===== src/rtl/uart_tx_pkg.sv =====
// Shared types and constants for the UART transmit serializer.
package uart_tx_pkg;

  localparam int OVERSAMPLE        = 16;
  localparam int DEFAULT_DATA_BITS = 8;

  localparam logic PARITY_EVEN = 1'b0;
  localparam logic PARITY_ODD  = 1'b1;

  typedef enum logic [2:0] {
    ST_IDLE   = 3'd0,
    ST_START  = 3'd1,
    ST_DATA   = 3'd2,
    ST_PARITY = 3'd3,
    ST_STOP   = 3'd4
  } tx_state_e;

endpackage


===== src/rtl/uart_tx_bit_timer.sv =====
// Oversampling tick counter: flags the baud tick that completes the current bit.
module uart_tx_bit_timer
  import uart_tx_pkg::*;
#(
  parameter int TICKS = OVERSAMPLE
) (
  input  logic clk,
  input  logic reset,
  input  logic baud_tick,
  input  logic run,
  output logic bit_end
);

  localparam int CNT_W = $clog2(TICKS);
  localparam logic [CNT_W-1:0] LAST_TICK = CNT_W'(TICKS - 1);

  logic [CNT_W-1:0] tick_cnt_r;

  // Held at zero while idle so every frame starts its start bit from a clean count.
  always_ff @(posedge clk) begin
    if (!reset) begin
      tick_cnt_r <= '0;
    end else if (!run) begin
      tick_cnt_r <= '0;
    end else if (baud_tick) begin
      if (tick_cnt_r == LAST_TICK) begin
        tick_cnt_r <= '0;
      end else begin
        tick_cnt_r <= tick_cnt_r + 1'b1;
      end
    end else begin
      tick_cnt_r <= tick_cnt_r;
    end
  end

  assign bit_end = run && baud_tick && (tick_cnt_r == LAST_TICK);

endmodule


===== src/rtl/uart_tx_serializer.sv =====
// UART transmit serializer: start bit, LSB-first data, optional parity, 1 or 2 stop bits.
module uart_tx_serializer
  import uart_tx_pkg::*;
#(
  parameter int DATA_BITS = DEFAULT_DATA_BITS
) (
  input  logic                 clk,
  input  logic                 reset,
  input  logic                 baud_tick,
  input  logic                 load,
  input  logic [DATA_BITS-1:0] tx_data,
  input  logic                 parity_en,
  input  logic                 parity_odd,
  input  logic                 two_stop,
  output logic                 tx,
  output logic                 done,
  output logic                 busy,
  output logic                 frame_done
);

  localparam int BIT_CNT_W = $clog2(DATA_BITS + 1);
  localparam logic [BIT_CNT_W-1:0] LAST_BIT = BIT_CNT_W'(DATA_BITS - 1);

  function automatic logic parity_of(input logic [DATA_BITS-1:0] data, input logic odd);
    return (^data) ^ (odd == PARITY_ODD);
  endfunction

  tx_state_e              state_r, state_n;
  logic [DATA_BITS-1:0]   shreg_r, shreg_n;
  logic [BIT_CNT_W-1:0]   bit_cnt_r, bit_cnt_n;
  logic                   par_en_r, par_en_n;
  logic                   par_bit_r, par_bit_n;
  logic                   two_stop_r, two_stop_n;
  logic                   stop_cnt_r, stop_cnt_n;
  logic                   load_q_r;
  logic                   tx_r, tx_n;
  logic                   done_r, done_n;
  logic                   busy_r, busy_n;
  logic                   frame_done_r, frame_done_n;
  logic                   accept_s;
  logic                   bit_end_s;
  logic                   run_s;

  assign run_s    = (state_r != ST_IDLE);
  assign accept_s = (state_r == ST_IDLE) && load && !load_q_r;

  uart_tx_bit_timer #(
    .TICKS(OVERSAMPLE)
  ) u_bit_timer (
    .clk      (clk),
    .reset    (reset),
    .baud_tick(baud_tick),
    .run      (run_s),
    .bit_end  (bit_end_s)
  );

  // Next state and next registered outputs; tx is derived from the next state so it is glitch-free.
  always_comb begin
    state_n      = state_r;
    shreg_n      = shreg_r;
    bit_cnt_n    = bit_cnt_r;
    par_en_n     = par_en_r;
    par_bit_n    = par_bit_r;
    two_stop_n   = two_stop_r;
    stop_cnt_n   = stop_cnt_r;
    frame_done_n = 1'b0;

    case (state_r)
      ST_IDLE: begin
        if (accept_s) begin
          shreg_n    = tx_data;
          par_en_n   = parity_en;
          par_bit_n  = parity_of(tx_data, parity_odd);
          two_stop_n = two_stop;
          bit_cnt_n  = '0;
          stop_cnt_n = 1'b0;
          state_n    = ST_START;
        end else begin
          state_n = ST_IDLE;
        end
      end
      ST_START: begin
        if (bit_end_s) begin
          state_n = ST_DATA;
        end else begin
          state_n = ST_START;
        end
      end
      ST_DATA: begin
        if (bit_end_s) begin
          shreg_n   = {1'b0, shreg_r[DATA_BITS-1:1]};
          bit_cnt_n = bit_cnt_r + 1'b1;
          if (bit_cnt_r == LAST_BIT) begin
            state_n = par_en_r ? ST_PARITY : ST_STOP;
          end else begin
            state_n = ST_DATA;
          end
        end else begin
          state_n = ST_DATA;
        end
      end
      ST_PARITY: begin
        if (bit_end_s) begin
          state_n = ST_STOP;
        end else begin
          state_n = ST_PARITY;
        end
      end
      ST_STOP: begin
        if (bit_end_s) begin
          if (two_stop_r && !stop_cnt_r) begin
            stop_cnt_n = 1'b1;
            state_n    = ST_STOP;
          end else begin
            state_n      = ST_IDLE;
            frame_done_n = 1'b1;
          end
        end else begin
          state_n = ST_STOP;
        end
      end
      default: begin
        state_n = ST_IDLE;
      end
    endcase

    case (state_n)
      ST_IDLE:   tx_n = 1'b1;
      ST_START:  tx_n = 1'b0;
      ST_DATA:   tx_n = shreg_n[0];
      ST_PARITY: tx_n = par_bit_n;
      ST_STOP:   tx_n = 1'b1;
      default:   tx_n = 1'b1;
    endcase

    done_n = (state_n == ST_IDLE);
    busy_n = (state_n != ST_IDLE);
  end

  always_ff @(posedge clk) begin
    if (!reset) begin
      state_r      <= ST_IDLE;
      shreg_r      <= '0;
      bit_cnt_r    <= '0;
      par_en_r     <= 1'b0;
      par_bit_r    <= 1'b0;
      two_stop_r   <= 1'b0;
      stop_cnt_r   <= 1'b0;
      load_q_r     <= 1'b0;
      tx_r         <= 1'b1;
      done_r       <= 1'b1;
      busy_r       <= 1'b0;
      frame_done_r <= 1'b0;
    end else begin
      state_r      <= state_n;
      shreg_r      <= shreg_n;
      bit_cnt_r    <= bit_cnt_n;
      par_en_r     <= par_en_n;
      par_bit_r    <= par_bit_n;
      two_stop_r   <= two_stop_n;
      stop_cnt_r   <= stop_cnt_n;
      load_q_r     <= load;
      tx_r         <= tx_n;
      done_r       <= done_n;
      busy_r       <= busy_n;
      frame_done_r <= frame_done_n;
    end
  end

  assign tx         = tx_r;
  assign done       = done_r;
  assign busy       = busy_r;
  assign frame_done = frame_done_r;

endmodule


===== config.mk =====
export PLATFORM = sky130hd
export DESIGN_NAME = uart_tx_serializer
export DESIGN_NICKNAME = d
export VERILOG_FILES = /design/src/rtl/uart_tx_pkg.sv /design/src/rtl/uart_tx_bit_timer.sv /design/src/rtl/uart_tx_serializer.sv
export SDC_FILE = /design/constraint.sdc
export NUM_CORES = 1
export LEC_CHECK = 0
export CORE_MARGIN = 2
export CORE_UTILIZATION = 57
export DETAILED_ROUTE_END_ITERATION = 10
export GPL_ROUTABILITY_DRIVEN = 1
export PLACE_DENSITY = 0.82
export SYNTH_ARGS = -nofsm -noshare
export SYNTH_HDL_FRONTEND = slang
export SYNTH_HIERARCHICAL = 1
export SYNTH_SLANG_ARGS = --single-unit

===== constraint.sdc =====
create_clock -name clk -period 4.8 [get_ports clk]
set_input_delay 0.96 -clock clk [delete_from_list [all_inputs] [get_ports clk]]
set_output_delay 0.96 -clock clk [all_outputs]
set_load 0.1 [all_outputs]

# [After elaboration in Yosys (flattened, before gate mapping)]
# Cells that the tools add are included.
[word_totals] reg_bits=28 out_inout_bits=4 wordCells=73 in_bits=15
[op_classes] addsub=2 n_eq_ne=13 mux=24 n_bitwise=1 n_reduce_logical=19
[ops] cell="3-bit 2-to-1 mux" count=6
[ops] cell="8-bit 2-to-1 mux" count=2
[ops] cell="8-bit one-hot mux with 2 select lines" count=1
[ops] cell="3-bit one-hot mux with 5 select lines" count=1
[ops] cell="3-bit by 2-bit equality test with 1-bit output, second input constant" count=4
[ops] cell="4-bit 2-to-1 mux" count=3
[ops] cell="4-bit by 1-bit adder with 4-bit output, second input constant" count=2
[ops] cell="2-bit inequality test, second input constant" count=4
[ops] cell="4-bit one-hot mux with 2 select lines" count=1
[ops] cell="8-bit parity" count=1
[ops] cell="1-bit 2-to-1 mux" count=7
[ops] cell="3-bit by 1-bit equality test with 1-bit output, second input constant" count=2
[ops] cell="3-bit zero test" count=2
[ops] cell="3-bit AND reduction" count=2
[ops] cell="3-bit nonzero test" count=2
[ops] cell="1-bit logical AND" count=5
[ops] cell="4-bit by 3-bit equality test with 1-bit output, second input constant" count=1
[ops] cell="4-bit equality test, second input constant" count=1
[ops] cell="2-bit AND reduction" count=2
[ops] cell="4-bit AND reduction" count=1
[ops] cell="2-bit nonzero test" count=2
[ops] cell="3-bit equality test, second input constant" count=1
[ops] cell="1-bit one-hot mux with 3 select lines" count=1
[ops] cell="1-bit zero test" count=2
[ops] cell="3 further kinds" count=3

# [Logic depth before layout (Yosys ltp)]
[logic_depth] ltp_word=7 depth_mapped=11 ltp_nobuf=9

# [Cells and area by module]
# Netlist, hierarchy kept.
[modules_own_cells] mod="uart_tx_serializer" seq_area_each_um2=480.5 instances=1 cells_per_inst=118 area_per_inst_um2=1162.4
[modules_own_cells] mod="uart_tx_bit_timer" seq_area_each_um2=80.1 instances=1 cells_per_inst=23 area_per_inst_um2=190.2

# [Worst setup path before layout]
# OpenSTA, ideal clock, no wires.
[synth_path] path_kind="input to register" from="input port baud_tick" to="register tx_r, in the netlist tx" t_required_ps=4664 n_path_buf=1 arrival_time_ps=2038 cell_stages=8 setup_slack_ps=2626 setup_ps=136 path_cell_list="nand2_2 -> nor2_1 -> buf_2 -> and4bb_4 -> a21oi_4 -> a221oi_1 -> a21o_1 -> o211ai_1"
[synth_between] elab_chain_len=6 elab_cells_between_ends=13 classes_between="eq/ne: 3; mux: 8; reduce/logical: 2"
[synth_lines] item="start, declared" line="uart_tx_serializer.sv:9" text="input logic baud_tick,"
[synth_lines] item="1-bit logical AND * (2 in a row)" line="uart_tx_bit_timer.sv:36" text="assign bit_end = run && baud_tick && (tick_cnt_r == LAST_TICK);"
[synth_lines] item="via bit_end_s" line="uart_tx_serializer.sv:41" text="logic bit_end_s;"
[synth_lines] item="3-bit 2-to-1 mux (tied with other cells)" line="uart_tx_serializer.sv:110" text="if (bit_end_s) begin"
[synth_lines] item="3-bit one-hot mux with 5 select lines" line="uart_tx_serializer.sv:68" text="case (state_r)"
[synth_lines] item="3-bit by 2-bit equality test with 1-bit output or 3-bit by 1-bit equality test with 1-bit output (tied branches)" line="uart_tx_serializer.sv:127" text="case (state_n)"
[synth_lines] item="1-bit one-hot mux with 3 select lines *" line="uart_tx_serializer.sv:127"
[synth_lines] item="end signal, assigned" line="uart_tx_serializer.sv:163" text="tx_r <= tx_n;"
[synth_lines] item="end, declared" line="uart_tx_serializer.sv:36" text="logic tx_r, tx_n;"
# Mark *: on every way through the listed nets, which the timed path passes. The rest lies on a longest branch. The select of a mux whose other input is x is not followed.
# A chain may end at the register's enable or synchronous reset.

# [Worst setup path after layout]
# Same ends and word-level chain as after synthesis.

==> results.toml <==
[logic_synthesis]
synth-warning-count = 6
netlist_instances = 141
synth_top_cell_area_share_pct = 41.44
async_flop_share_pct = 0
synth-edff-count = 0
ys_seq_elements = 28
syn_nets = 158
synth_most_common_cell = "dfxtp_1"
synthTopCellsByArea = "dfxtp_1, nand2_1, a21boi_1"
synth.avg_cell_area_um2 = 9.593
ys_seq_area_share_pct = 41.44
synth_area_leader_cell = "dfxtp_1"
synth_cell_types = 43
syn_area_um2 = 1353
ys.flop_type = "dfxtp_1"
ys_top_cells_by_count = "dfxtp_1, nand2_1, nor2_1, a21boi_1, a22oi_1"

[cts]
cts_buffers = 3
cts_root_buffer = "clkbuf_4"
cts_sinks = 28
cts_tree = "yes"
post_cts_resized = 0
clk_pin_slew_ns = 0.15
insertion_delay_ns = 0.32
cts.path.max_buffers = 2
htreeDepth = 1
ctsHoldBuffers = 0
post-cts-setup-buffer-count = 0

[power_and_ir_drop]
p_leak_nw = 0.5650
power_density_nw_per_um2 = 288.0
vdd.ir_drop.worst_mv = 0.1828
total_power_mw = 0.4486

[grt]
grt_antenna_before_repair = 0
grt_pass1_vias = 960
grt_max_degree = 22
gr-total-overflow = 0
grt.total_usage_pct = 19.64
grt_pass1_wl_mm = 4.015

[hold_path]
holdPathStages = 2
hp-class = "register to register"
holdPathEnd = "shreg_r[5]"
hold_start = "shreg_r[5]"

[sta]
rsz0062_at_grt = "no"
slew_violations = 0
tightestPinTransition_ns = 0.9585
holdWs_ns = 0.4636
tns_ns = 0
setup_violations = 0
fmax_mhz = 340.4
finalCritPeriodShare_pct = 61.20
fin_worst_skew_ns = 0.001410
hold_violations = 0
fin_crit_ns = 2.938
timing.slew.headroom_pct = 35.90

[critical_path]
crit-reg2reg-capture = "tx"
r2r_start = "state_r[0]"
critPathBufInv = 1
startpoint_type = "primary input"
startpoint = "baud_tick"
slowest_stage = "clkdlybuf4s50_1"
cp.required_ns = 5.00
critPathTopFamily = "simple AND/OR/NAND/NOR gates"
crit_fanout = 12
reg2reg_depth = 9
path_class = "primary input to register"
slowest_delay_ns = 0.57
end_kind = "register"
critPathArrivalTime_ns = 3.13
cp_cell_sequence = "clkdlybuf4s50_1, nand2_2, nor2_1, and4bb_4, a21oi_4, a221oi_1, a21o_1, o211ai_1"
ff2ff_setup_slack_ns = 2.31

[routing]
drt-initial-drc-count = 10
drt_drc_violations_left = 0
avgRoutedWirePerCell_um = 12.61
via_per_inst = 5.508
vias = 1019
final_antenna_net_count = 0
wl_mm = 2.332
drt_first_pass_iters = 4

[placed_design]
gp_congestion = 0.8985
dp.cells = 181
dpl.hpwl_mm = 1.713
port-buffer-count = 18

[floorplan]
num_io_pins = 19
fp-row-count = 17
start_util_pct = 60.56
dieWidth_um = 52.71
die_y_um = 52.71
core_um2 = 2233
fp.dieArea_um2 = 2778

[outcome]
status = "finished clean"

[finish]
finalNetCount = 175
area_delta_synth_final_pct = 15.17
layout-drive-gt1-share_pct = 7.643
diodes = 0
layout.cells.non_filler = 185

[job]
cap_viol_max_count = 0
==> worst min-delay path, cell delays in order, from the launching register on <==
cell and delay (ns):
dfxtp_1 0.34, nand2_1 0.05, a21boi_1 0.05
==> cell usage in the layout (no fill, tap or decap), types with 2 or more instances in the layout <==
cell             count
dfxtp_1             28
nand3b_1             2
a21boi_1             8
nand3_1              3
xor2_1               4
ha_1                 2
a22oi_1              7
nand2_1             18
clkdlybuf4s50_1     18
nor2b_1              3
and2_4               2
mux2i_1              3
and2_1               5
xnor2_1              6
nor3_1               2
a21oi_1              6
nor2_1               9
clkbuf_4             3
inv_1                4
==> report_power, final <==
group	internal (mW)	leakage, nW	switching (mW)	total [mW]
logic	0.0395	0.316	0.0439	0.0834
registers	0.243	0.228	0.00631	0.249
clock network	0.0464	0.0210	0.0699	0.116
total	0.328	0.565	0.120	0.449
==> metal layers <==
metal / GRT usage [%] / part of all wire, % / vias to the layer above / routed length [um]
met5: 0 / 0 / - / 0
met4: 8.974 / 1.8 / 0 / 43
met3: 2.571 / 2.6 / 4 / 61
met2: 33.33 / 45 / 13 / 1054
met1: 24.51 / 50 / 478 / 1173
li1: - / - / 524 / -
==> per-stage QoR <==
step | util [%] | setup WS, ns | area, um2
2_1_floorplan | - | 2.626 | 1353
3_3_place_gp | 68.12 | 1.585 | 1521
3_5_place_dp | 68.12 | 1.487 | 1521
4_1_cts | 69.75 | 1.850 | 1558
5_1_grt | 69.75 | 1.649 | 1558
6_report | 69.75 | 1.862 | 1558
==> worst max-delay path by stage <==
stage / to / slack (ns) / cells past startpoint
3_3_place_gp: tx / 1.59 / 8
4_1_cts: tx / 1.85 / 8
3_5_place_dp: tx / 1.49 / 8
2_1_floorplan: tx / 2.63 / 8
5_1_grt: tx / 1.65 / 8
6_report: tx / 1.86 / 8
==> state kept, by name, summed over array words and instances (netlist names), 3 cells and up <==
register                count
shreg_r                     8
bit_cnt_r                   4
u_bit_timer/tick_cnt_r      4
state_r                     3
==> area by class of cell <==
class	instances	area, um2
clock buffer	4	36.28
fill	198	675.6
inverter	4	15.01
multi-input combinational	103	730.7
sequential	28	560.5
tap	28	35.03
timing repair buffer	18	180.2
==> logic make-up after synthesis <==
family                     count (synthesis)  synth area share (%)
AOI/OAI and AO/OA                         34                 20.45
xor gates and xnor gates                  11                 8.140
adders and majority gates                  2                 1.850
buffers and inverters                     10                 4.532
DFF                                       28                 41.44
muxes                                      3                 2.220
and+or+nand+nor                           53                 21.37
Power figures use the tool's default switching activity.
